<file path="config.mk">
export PLATFORM = sky130hd
export DESIGN_NAME = pipe_int_max
export DESIGN_NICKNAME = d
export VERILOG_FILES = /design/src/rtl/pipe_int_max.sv
export SDC_FILE = /design/constraint.sdc
export NUM_CORES = 1
export LEC_CHECK = 0
export CORE_ASPECT_RATIO = 0.6
export CORE_MARGIN = 2
export CORE_UTILIZATION = 40
export DETAILED_ROUTE_END_ITERATION = 12
export PLACE_DENSITY = 0.68
export SLEW_MARGIN = 5
export SYNTH_ARGS = -nofsm -noshare
export SYNTH_HDL_FRONTEND = slang
export SYNTH_SLANG_ARGS = --single-unit
</file>
<file path="constraint.sdc">
create_clock -name clk -period 9.1 [get_ports clk]
set_clock_uncertainty 0.1 [all_clocks]
set_input_delay 2.275 -clock clk [delete_from_list [all_inputs] [get_ports clk]]
set_output_delay 2.275 -clock clk [all_outputs]
set_load 0.005 [all_outputs]
</file>
<file path="src/rtl/pipe_int_max.sv">
// Two-stage fixed-point row max: stage 1 ceils every lane and reduces the beat, stage 2 keeps the
// running max of the row. Optional out_delta port enabled by macro PIPE_INT_MAX_DELTA_EN.
module pipe_int_max #(
    parameter int unsigned BW    = 8,
    parameter int unsigned FW    = 2,
    parameter int unsigned LANES = 4
) (
    input  logic          clk,
    input  logic          rst,
    input  logic [BW-1:0] in_data [LANES],
    input  logic          in_valid,
    input  logic          in_last,
    output logic          in_ready,
    output logic [BW-1:0] out_max,
    output logic          out_first,
    output logic          out_last,
    output logic          out_valid,
`ifdef PIPE_INT_MAX_DELTA_EN
    output logic [BW-1:0] out_delta,
`endif
    input  logic          out_ready
);

    localparam logic signed [BW-1:0] MaxInt = {1'b0, {(BW-FW-1){1'b1}}, {FW{1'b0}}};
    localparam logic signed [BW:0]   OneInt = {{(BW-FW){1'b0}}, 1'b1, {FW{1'b0}}};

    // Ceil to integer in BW+1 bits; a result of the form 01xx.. has passed MaxInt.
    function automatic logic signed [BW-1:0] ceil_sat(input logic signed [BW-1:0] x);
        logic signed [BW:0] fl;
        logic signed [BW:0] r;
        fl = {x[BW-1], x[BW-1:FW], {FW{1'b0}}};
        r  = (|x[FW-1:0]) ? fl + OneInt : fl;
        if (r[BW:BW-1] == 2'b01) begin
            return MaxInt;
        end
        return r[BW-1:0];
    endfunction

    logic                 s1_valid_q, s1_valid_d;
    logic signed [BW-1:0] s1_max_q, s1_max_d;
    logic                 s1_first_q, s1_first_d;
    logic                 s1_last_q, s1_last_d;
    logic                 first_pend_q, first_pend_d;
    logic                 s2_valid_q, s2_valid_d;
    logic signed [BW-1:0] run_max_q, run_max_d;
    logic                 s2_first_q, s2_first_d;
    logic                 s2_last_q, s2_last_d;

    logic                 s2_ready;
    logic                 s1_adv;
    logic                 in_xfer;
    logic signed [BW-1:0] lane_ceil [LANES];
    logic signed [BW-1:0] beat_max;
    logic signed [BW-1:0] run_next;

    always_comb begin
        beat_max = '0;
        for (int i = 0; i < LANES; i++) begin
            lane_ceil[i] = ceil_sat($signed(in_data[i]));
        end
        beat_max = lane_ceil[0];
        for (int i = 1; i < LANES; i++) begin
            if (lane_ceil[i] > beat_max) begin
                beat_max = lane_ceil[i];
            end
        end
    end

    always_comb begin
        s2_ready = !s2_valid_q || out_ready;
        s1_adv   = s1_valid_q && s2_ready;
        in_ready = !rst && (!s1_valid_q || s2_ready);
        in_xfer  = in_valid && in_ready;

        s1_valid_d   = s1_valid_q;
        s1_max_d     = s1_max_q;
        s1_first_d   = s1_first_q;
        s1_last_d    = s1_last_q;
        first_pend_d = first_pend_q;
        if (in_xfer) begin
            s1_valid_d   = 1'b1;
            s1_max_d     = beat_max;
            s1_first_d   = first_pend_q;
            s1_last_d    = in_last;
            first_pend_d = in_last;
        end else if (s1_adv) begin
            s1_valid_d = 1'b0;
        end

        run_next = s1_first_q ? s1_max_q : ((s1_max_q > run_max_q) ? s1_max_q : run_max_q);

        s2_valid_d = s2_valid_q;
        run_max_d  = run_max_q;
        s2_first_d = s2_first_q;
        s2_last_d  = s2_last_q;
        if (s1_adv) begin
            s2_valid_d = 1'b1;
            run_max_d  = run_next;
            s2_first_d = s1_first_q;
            s2_last_d  = s1_last_q;
        end else if (s2_valid_q && out_ready) begin
            s2_valid_d = 1'b0;
        end
    end

    always_ff @(posedge clk) begin
        if (rst) begin
            s1_valid_q   <= 1'b0;
            s1_max_q     <= '0;
            s1_first_q   <= 1'b0;
            s1_last_q    <= 1'b0;
            first_pend_q <= 1'b1;
            s2_valid_q   <= 1'b0;
            run_max_q    <= '0;
            s2_first_q   <= 1'b0;
            s2_last_q    <= 1'b0;
        end else begin
            s1_valid_q   <= s1_valid_d;
            s1_max_q     <= s1_max_d;
            s1_first_q   <= s1_first_d;
            s1_last_q    <= s1_last_d;
            first_pend_q <= first_pend_d;
            s2_valid_q   <= s2_valid_d;
            run_max_q    <= run_max_d;
            s2_first_q   <= s2_first_d;
            s2_last_q    <= s2_last_d;
        end
    end

    assign out_max   = run_max_q;
    assign out_first = s2_first_q;
    assign out_last  = s2_last_q;
    assign out_valid = s2_valid_q;

`ifdef PIPE_INT_MAX_DELTA_EN
    localparam logic signed [BW-1:0] MinVal = {1'b1, {(BW-1){1'b0}}};

    logic signed [BW-1:0] delta_q, delta_d;
    logic signed [BW:0]   diff;

    // Previous minus new running max is never positive; clamp below at MinVal.
    always_comb begin
        diff    = {run_max_q[BW-1], run_max_q} - {run_next[BW-1], run_next};
        delta_d = delta_q;
        if (s1_adv) begin
            if (s1_first_q) begin
                delta_d = '0;
            end else if (diff[BW:BW-1] == 2'b10) begin
                delta_d = MinVal;
            end else begin
                delta_d = diff[BW-1:0];
            end
        end
    end

    always_ff @(posedge clk) begin
        if (rst) begin
            delta_q <= '0;
        end else begin
            delta_q <= delta_d;
        end
    end

    assign out_delta = delta_q;
`endif

endmodule

</file>
* Word-level counts from Yosys, hierarchy flattened
Cells that the tools add are included.
** Storage, ports and cells
- Output and inout bits :: 12
- Input bits :: 37
- Register bits :: 23
** Cells by class
- Order comparisons :: 4
- Mux-type cells :: 25
- Equal/unequal tests :: 4
- Reduce and logical (&&, ||, !) cells :: 17
- $add $sub $neg :: 4
** Operator list (number)
- $mux W8 :: 13
- $add A8 B4 Y9 const B :: 4
- $mux W9 :: 4
- $gt A8 B8 Y1 :: 4
- $eq A2 B1 Y1 const B :: 4
- $mux W1 :: 8
- $reduce_or A2 Y1 :: 4
- $reduce_bool A2 Y1 :: 3
- $logic_and A1 B1 Y1 :: 4
- $logic_not A1 Y1 :: 3
- $logic_or A1 B1 Y1 :: 2
- $reduce_and A2 Y1 :: 1

* Longest topological paths before layout
Gate-level depths: netlist (run 1).
- Depth after elaboration :: 11
- Gate-level depth with buffers :: 31
- Mapped depth without buffers :: 30

* Least setup slack after synthesis (run 1)
No wires, ideal clock.
- Kind :: input port to flip-flop
- From :: input port in_data[26] in the netlist's numbering
- To :: register s1_max_q[2]
- Stages :: 28
- Slack :: 1.675 ns
- Setup time :: 0.122 ns
- Buffers on the path :: 1
- Arrival time :: 7.203 ns
- Required time :: 8.878 ns
- Cell sequence :: nand2_1 > or2_1 > a21oi_1 > nor2_1 > o21ai_0 > inv_1 > ha_1 > nor2b_1 > o21bai_4 > a31oi_4 > mux2i_1 > inv_1 > ha_1 > nand3_1 > o21bai_1 > o211a_1 > a211o_1 > buf_6 > a221o_1 > ha_1 > nor2b_1 > o21a_1 > o21ai_1 > nand2b_1 > a211oi_1 > o22ai_1 > nor2_1 > a221o_1
** On the way
- Longest elaborated chain between the ends :: 11
** RTL lines
- start, declared :: RTL line 10 : input logic [BW-1:0] in_data [LANES],
- $add A8 B4 Y9 :: RTL line 32 : r = (|x[FW-1:0]) ? fl + OneInt : fl;
- $mux W9 (*) :: RTL line 32
- $eq A2 B1 Y1 :: RTL line 33 : if (r[BW:BW-1] == 2'b01) begin
- $mux W1 :: RTL line 33
- $mux W8 (*) :: RTL line 36 : return r[BW-1:0];
- $gt A8 B8 Y1 :: RTL line 63 : if (lane_ceil[i] > beat_max) begin
- $mux W8 (*) :: RTL line 63
- $gt A8 B8 Y1 :: RTL line 63
- $mux W8 (*) :: RTL line 63
- $gt A8 B8 Y1 :: RTL line 63
- $mux W8 (*) :: RTL line 63
- end signal, assigned :: RTL line 119 : s1_max_q <= s1_max_d;
- end, declared :: RTL line 40 : logic signed [BW-1:0] s1_max_q, s1_max_d;
Mark *: on every way between the ends. The rest lies on a longest branch, timed or not.
A chain may end at the register's enable or synchronous reset.

* Final worst setup path (run 1)
Ends and elaborated chain as after synthesis.

==> flow_metrics.tcl, run 1 <==
set metrics [dict create \
    outcome "finished clean" \
    post-route-min-period_ps 8510 \
    synthTopCellsByArea "dfxtp_1, ha_1, mux2i_1, nand2_1, nor2_1" \
    synthCells 299 \
    core_um2 5520 \
    fillers 544 \
    synth_common_cells "nand2_1, nor2_1, ha_1" \
    clk_latency_ps 250 \
    cp-start-kind "input pin" \
    die_x_um 101 \
    hold_depth 2 \
    cts_buffer_depth 2 \
    r2r_start "out_max[3]" \
    avgRoutedWirePerCell_um 13.0 \
    clk_pin_slew_ps 70 \
    drt_iter0_drc 94 \
    power.density_nw_per_um2 131 \
    min_from "first_pend_q" \
    antenna_found_initial 0 \
    postRouteAntennaNets 0 \
    drc 0 \
    crit_required_ps 9140 \
    fin_nets 406 \
    maxCapViolCount 0 \
    numPortBuffers 46 \
    p_int_uw 224 \
    yosysTopAreaCell "dfxtp_1" \
    min_to "s1_first_q" \
    grt_pass1_vias 1976 \
    die_y_um 62.2 \
    cts_tree "yes" \
    switching_share 0.391 \
    p_sw_uw 144 \
    postSynthAreaPerCell_um2 7.55 \
    combPwrFrac 0.564 \
    cts_buffers 3 \
    cp-end-kind "register" \
    critPathKind "in2reg" \
    syn-cell-area_um2 2260 \
    fin_crit_sh 0.936 \
    grt_util_all_layers 0.170 \
    relSlewSlack 0.493 \
    area_growth_pct 24.2 \
    holdBufCountCts 0 \
    yosysWarningCount 0 \
    grt_pass1_wl_mm 8.94 \
    synth_cell_types 55 \
    power.leakage_uw 0.00120 \
    synthFlopType "dfxtp_1" \
    place_area_um2 2760 \
    synthArstFlopShare 0 \
    dp_cells 406 \
    rsz0062_at_grt "no" \
    slew_viol_final 0 \
    seq_power_share 0.277 \
    setup_viol 0 \
    grt_overflow_total 0 \
    dp_hpwl_mm 4.45 \
    regArea_um2 380 \
    setup_slack_ps 587 \
    io_pins 49 \
    fmax_mhz 117 \
    dp_slack_ps 395 \
    cts_setup_buffers 0 \
    final_area_um2 2800 \
    multiInputGateArea_um2 1760 \
    worst_pin_slew_ps 759 \
    gp_congestion 0.892 \
    grt_max_degree 21 \
    via_per_inst 5.49 \
    rows 21 \
    synth_edf_count 0 \
    root_buffer "clkbuf_8" \
    cts_resized 0 \
    cp.arrival_ps 8550 \
    initial_core_util 0.409 \
    cts_sinks 19 \
    cts_max_level 1 \
    reg2reg_depth 10 \
    fin_cells 410 \
    tns_ps 0 \
    hold_class "reg2reg" \
    num_vias 2249 \
    reg2reg_to "out_max[3]" \
    die-area_um2 6280 \
    synth_top_area_frac 0.169 \
    ys_ff_latch 19 \
    critPathMaxFanout 8 \
    vdd_drop_max_v 0.0000662 \
    yosysSeqAreaShare 0.169 \
    diodes 0 \
    r2r_slack_ps 6470 \
    p_clk_frac 0.159 \
    drive_gt1_frac 0.0411 \
    first_pass_iters 4 \
    finalHoldViolCount 0 \
    wirelength_mm 5.32 \
]
## worst max path at each step
stage,cells after the start,endpoint,from,slack (ps)
floorplan,28,s1_max_q[2],in_data[26],1670
global placement,28,s1_max_q[2],in_data[26],620
detailed placement,28,s1_max_q[2],in_data[26],390
CTS,28,s1_max_q[2],in_data[26],650
global route,28,s1_max_q[2],in_data[26],120
finish,28,s1_max_q[2],in_data[26],590
## through the flow
| step | hold WS, ps | utilization | power, uW |
|---|---|---|---|
| 3_5_place_dp | 329 | 0.500 | 309 |
| 4_1_cts | 341 | 0.508 | 368 |
| 6_report | 339 | 0.508 | 367 |
| 2_1_floorplan | 316 | - | 253 |
| 3_3_place_gp | 323 | 0.500 | 304 |
| 5_1_grt | 385 | 0.508 | 399 |
## worst max-delay path, cell delays in order
cell             delay (ps)
clkdlybuf4s50_1         600
nand2_1                 150
or2_1                   250
a21oi_1                 230
nor2_1                   60
o21ai_0                 250
inv_1                    80
ha_1                    290
nor2b_1                 220
o21bai_4                 80
a31oi_4                 330
mux2i_1                 310
inv_1                    80
ha_1                    270
nand3_1                 130
o21bai_1                220
o211a_1                 220
a211o_1                 390
a221o_1                 370
ha_1                    290
nor2b_1                 130
o21a_1                  110
o21ai_1                  50
nand2b_1                 70
a211oi_1                 70
o22ai_1                 440
nor2_1                  170
a221o_1                 380
## cell families (layout without fill, tap and decap cells)
group           Yosys count  in the layout  share of synthesized area
fa+ha+maj                27             27                      0.150
other cells               1              2                    0.00166
simple gates            108            108                      0.227
buf+inv                  28             69                     0.0543
xor+xnor                 11             11                     0.0427
flops                    19             19                      0.169
mux                      19             19                     0.0892
compound gates           86             86                      0.267
## layout by cell type (no fill, tap or decap), types with 2 or more instances in the layout
cell type	Yosys	routed
nand3b_1	2	2
and2_1	2	2
mux2_4	2	2
conb_1	1	2
o21a_1	5	5
clkdlybuf4s50_1	0	46
a211o_1	2	2
o21ai_0	15	15
o211ai_1	4	4
nand2b_1	5	5
mux2i_1	16	16
xnor2_1	3	3
nand3_1	17	17
a21oi_1	19	19
o2111ai_1	3	3
clkbuf_8	0	3
nor3b_1	4	4
a31oi_1	3	3
nor2b_1	7	7
a21o_1	4	4
or2_1	3	3
and3_1	2	2
a21boi_0	2	2
inv_1	19	19
nor2_1	30	30
nand4_1	2	2
ha_1	27	27
dfxtp_1	19	19
or2_2	2	2
nand2_1	30	30
o31ai_1	2	2
o2bb2ai_1	2	2
o22ai_1	4	4
a221o_1	2	2
o21ai_1	6	6
xor2_1	8	8
## per-layer routing
layer	vias to the layer above	wire, um	share of wire	track usage
li1	1172	-	-	-
met3	0	278	0.052	0.0304
met5	-	0	0	0
met2	51	2090	0.39	0.239
met1	1026	2950	0.55	0.275
met4	0	0	0	0.0135
## final cells by class
class / count / share of cell area
clock buffer: 3 / 0.0147
clock inverter: 1 / 0.00179
inverter: 19 / 0.0254
multi-input combinational: 253 / 0.627
sequential: 19 / 0.136
tap: 69 / 0.0308
timing repair buffer: 46 / 0.164
## registers in the layout, summed over array words and instances, names as in the netlist
name and cells:
out_valid 1, first_pend_q 1, out_max 6, s1_max_q 6, s1_first_q 1, s1_last_q 1
out_first 1, out_last 1, s1_valid_q 1
## power groups by stage
stage	registers, uW	clock network (uW)	logic, uW
final	102	58.3	207
after detailed placement	104	0	205
after floorplan	101	0	153
after CTS	102	60.3	206
after global routing	103	64.1	232
after global placement	103	0	200
No activity file was read; power rests on OpenSTA's default activity.
==> inputs of run 2 (changes only) <==
--- a/config.mk
+++ b/config.mk
@@ -5,6 +5,7 @@
 export SDC_FILE = /design/constraint.sdc
 export NUM_CORES = 1
 export LEC_CHECK = 0
+export ABC_AREA = 1
 export CORE_ASPECT_RATIO = 0.6
 export CORE_MARGIN = 2
 export CORE_UTILIZATION = 40
==> flow_metrics.tcl, run 2 <==
set metrics [dict create \
    wirelength_mm 5.25 \
    synthArstFlopShare 0 \
    final_area_um2 2970 \
    critPathKind "in2reg" \
    area_growth_pct 23.1 \
    slew_viol_final 0 \
    synthCells 380 \
    switching_share 0.444 \
    fin_cells 504 \
    cts_resized 0 \
    antenna_found_initial 0 \
    cts_max_level 1 \
    cts_sinks 19 \
    postRouteAntennaNets 0 \
    fin_crit_sh 0.859 \
    synthTopCellsByArea "dfxtp_1, ha_1, nand2_1, inv_1, nand3_1" \
    cts_buffers 3 \
    fin_nets 489 \
    r2r_slack_ps 7100 \
    grt_pass1_vias 2136 \
    die-area_um2 6700 \
    slowest_delay_ps 450 \
    yosysMostFrequentCell "nand2_1" \
    synth_top_area_frac 0.158 \
    crit_top_cell "nand2_1" \
    fmax_mhz 128 \
    crit_path_top_delay_cell "clkdlybuf4s50_1" \
    hold_class "reg2reg" \
    reg2reg_depth 11 \
    gp_congestion 0.873 \
    dp_slack_ps 1090 \
    setup_slack_ps 1280 \
    dp_hpwl_mm 4.59 \
    finalHoldViolCount 0 \
    yosysWarningCount 0 \
    post-route-min-period_ps 7820 \
    yosysSeqAreaShare 0.158 \
    combPwrFrac 0.644 \
    setup_viol 0 \
    postSynthAreaPerCell_um2 6.35 \
    cp-start-kind "input pin" \
    die_x_um 104 \
    avgRoutedWirePerCell_um 10.4 \
    p_int_uw 253 \
    layout_commonest_cell "nand2_1" \
    dp_cells 500 \
    core_um2 5700 \
    vdd_drop_max_v 0.0000775 \
    grt_pass1_wl_mm 9.11 \
    critPathMaxFanout 10 \
    root_buffer "clkbuf_8" \
    final_cell_mix "nand2_1, inv_1, clkdlybuf4s50_1" \
    initial_core_util 0.424 \
    crit_start "in_data[26]" \
    grt_overflow_total 0 \
    diodes 0 \
    syn-cell-area_um2 2410 \
    num_vias 2384 \
    cts_setup_buffers 0 \
    first_pass_iters 4 \
    drt_iter0_drc 136 \
    fillers 580 \
    clk_pin_slew_ps 70 \
    seq_power_share 0.232 \
    numPortBuffers 46 \
    clk_latency_ps 250 \
    synth_edf_count 0 \
    cts_tree "yes" \
    power_uw 454 \
    ys_ff_latch 19 \
    drive_gt1_frac 0.108 \
    worstSetupEndpoint "s1_max_q[2]" \
    r2r_start "out_max[3]" \
    tns_ps 0 \
    grt_max_degree 16 \
    grt_util_all_layers 0.161 \
    crit_required_ps 9190 \
    synthFlopType "dfxtp_1" \
    synth_common_cells "nand2_1, inv_1, nor2_1" \
    cts_buffer_depth 2 \
    place_area_um2 2930 \
    outcome "finished clean" \
    rows 21 \
    p_sw_uw 202 \
    power.leakage_uw 0.00145 \
    via_per_inst 4.73 \
    io_pins 49 \
    synth_cell_types 39 \
    yosysTopAreaCell "dfxtp_1" \
    cp.arrival_ps 7900 \
    reg2reg_to "out_max[2]" \
    power.density_nw_per_um2 153 \
    rsz0062_at_grt "no" \
    maxCapViolCount 0 \
    die_y_um 64.2 \
    holdBufCountCts 0 \
    cp-end-kind "register" \
    p_clk_frac 0.125 \
    drc 0 \
]
-- run 2: cell count changes in the layout (fill, tap and decap cells not counted), moves of 6 or more --
cell / change
inv_1: +50
nand2_2: +14
mux2i_1: -16
nor2b_1: -7
nand2_1: +47
nand4_1: +9
o21ai_0: +7
a21oi_2: +6
nand3_1: +8
-- run 2: power groups by stage --
stage               registers (uW)  logic [uW]  clock network (uW)
global route                   107         333                61.9
finish                         105         292                56.6
detailed placement             107         288                   0
CTS                            106         291                58.0
floorplan                      106         215                   0
global placement               107         284                   0
-- run 2: how the worst min path moves through the flow --
stage / startpoint / endpoint / slack, ps / cells past startpoint
2_1_floorplan: first_pend_q / first_pend_q / 320 / 2
3_3_place_gp: first_pend_q / first_pend_q / 350 / 2
3_5_place_dp: first_pend_q / first_pend_q / 350 / 2
4_1_cts: first_pend_q / first_pend_q / 370 / 2
5_1_grt: s1_last_q / s1_last_q / 380 / 2
6_report: first_pend_q / first_pend_q / 360 / 2
-- run 2: worst max-delay path: cells and delay by family --
family | cells | cell delay (ps)
AO/OA/AOI/OAI | 7 | 1360
adder cells (fa/ha/maj) | 4 | 1160
buffers and inverters | 6 | 820
AND/OR/NAND/NOR | 22 | 2240
-- run 2: metrics by stage --
stage           util  hold WS (ps)
2_1_floorplan      -           324
4_1_cts        0.521           366
6_report       0.521           362
3_5_place_dp   0.513           348
3_3_place_gp   0.513           346
5_1_grt        0.521           378
-- run 2: cell type report --
cell class	instances	area, um2	share of cell area
multi-input cells	283	1720	0.577
repair buffers	46	460	0.155
flip-flops and latches	19	380	0.128
inverters	72	270	0.0909
well taps	80	100	0.0337
clock buffers	3	41.3	0.0139
clock inverters	1	5.00	0.00168
-- run 2: routing by layer --
| layer | track usage | part of all wire | up-vias | wire length [um] |
|---|---|---|---|---|
| li1 | - | - | 1318 | - |
| met3 | 0.0235 | 0.042 | 4 | 221 |
| met4 | 0.0203 | 0.0048 | 0 | 25 |
| met2 | 0.236 | 0.37 | 46 | 1950 |
| met1 | 0.251 | 0.58 | 1016 | 3060 |
| met5 | 0 | 0 | - | 0 |
-- run 2: kinds of logic (layout without fill, tap and decap cells) --
kind of cell,after synthesis,after routing,synth area share
and+or+nand+nor,184,184,0.385
buffers and inverters,79,122,0.134
AOI/OAI and AO/OA,63,63,0.156
adders and majority gates,27,27,0.140
DFF,19,19,0.158
xor gates and xnor gates,7,7,0.0254
other,1,2,0.00155
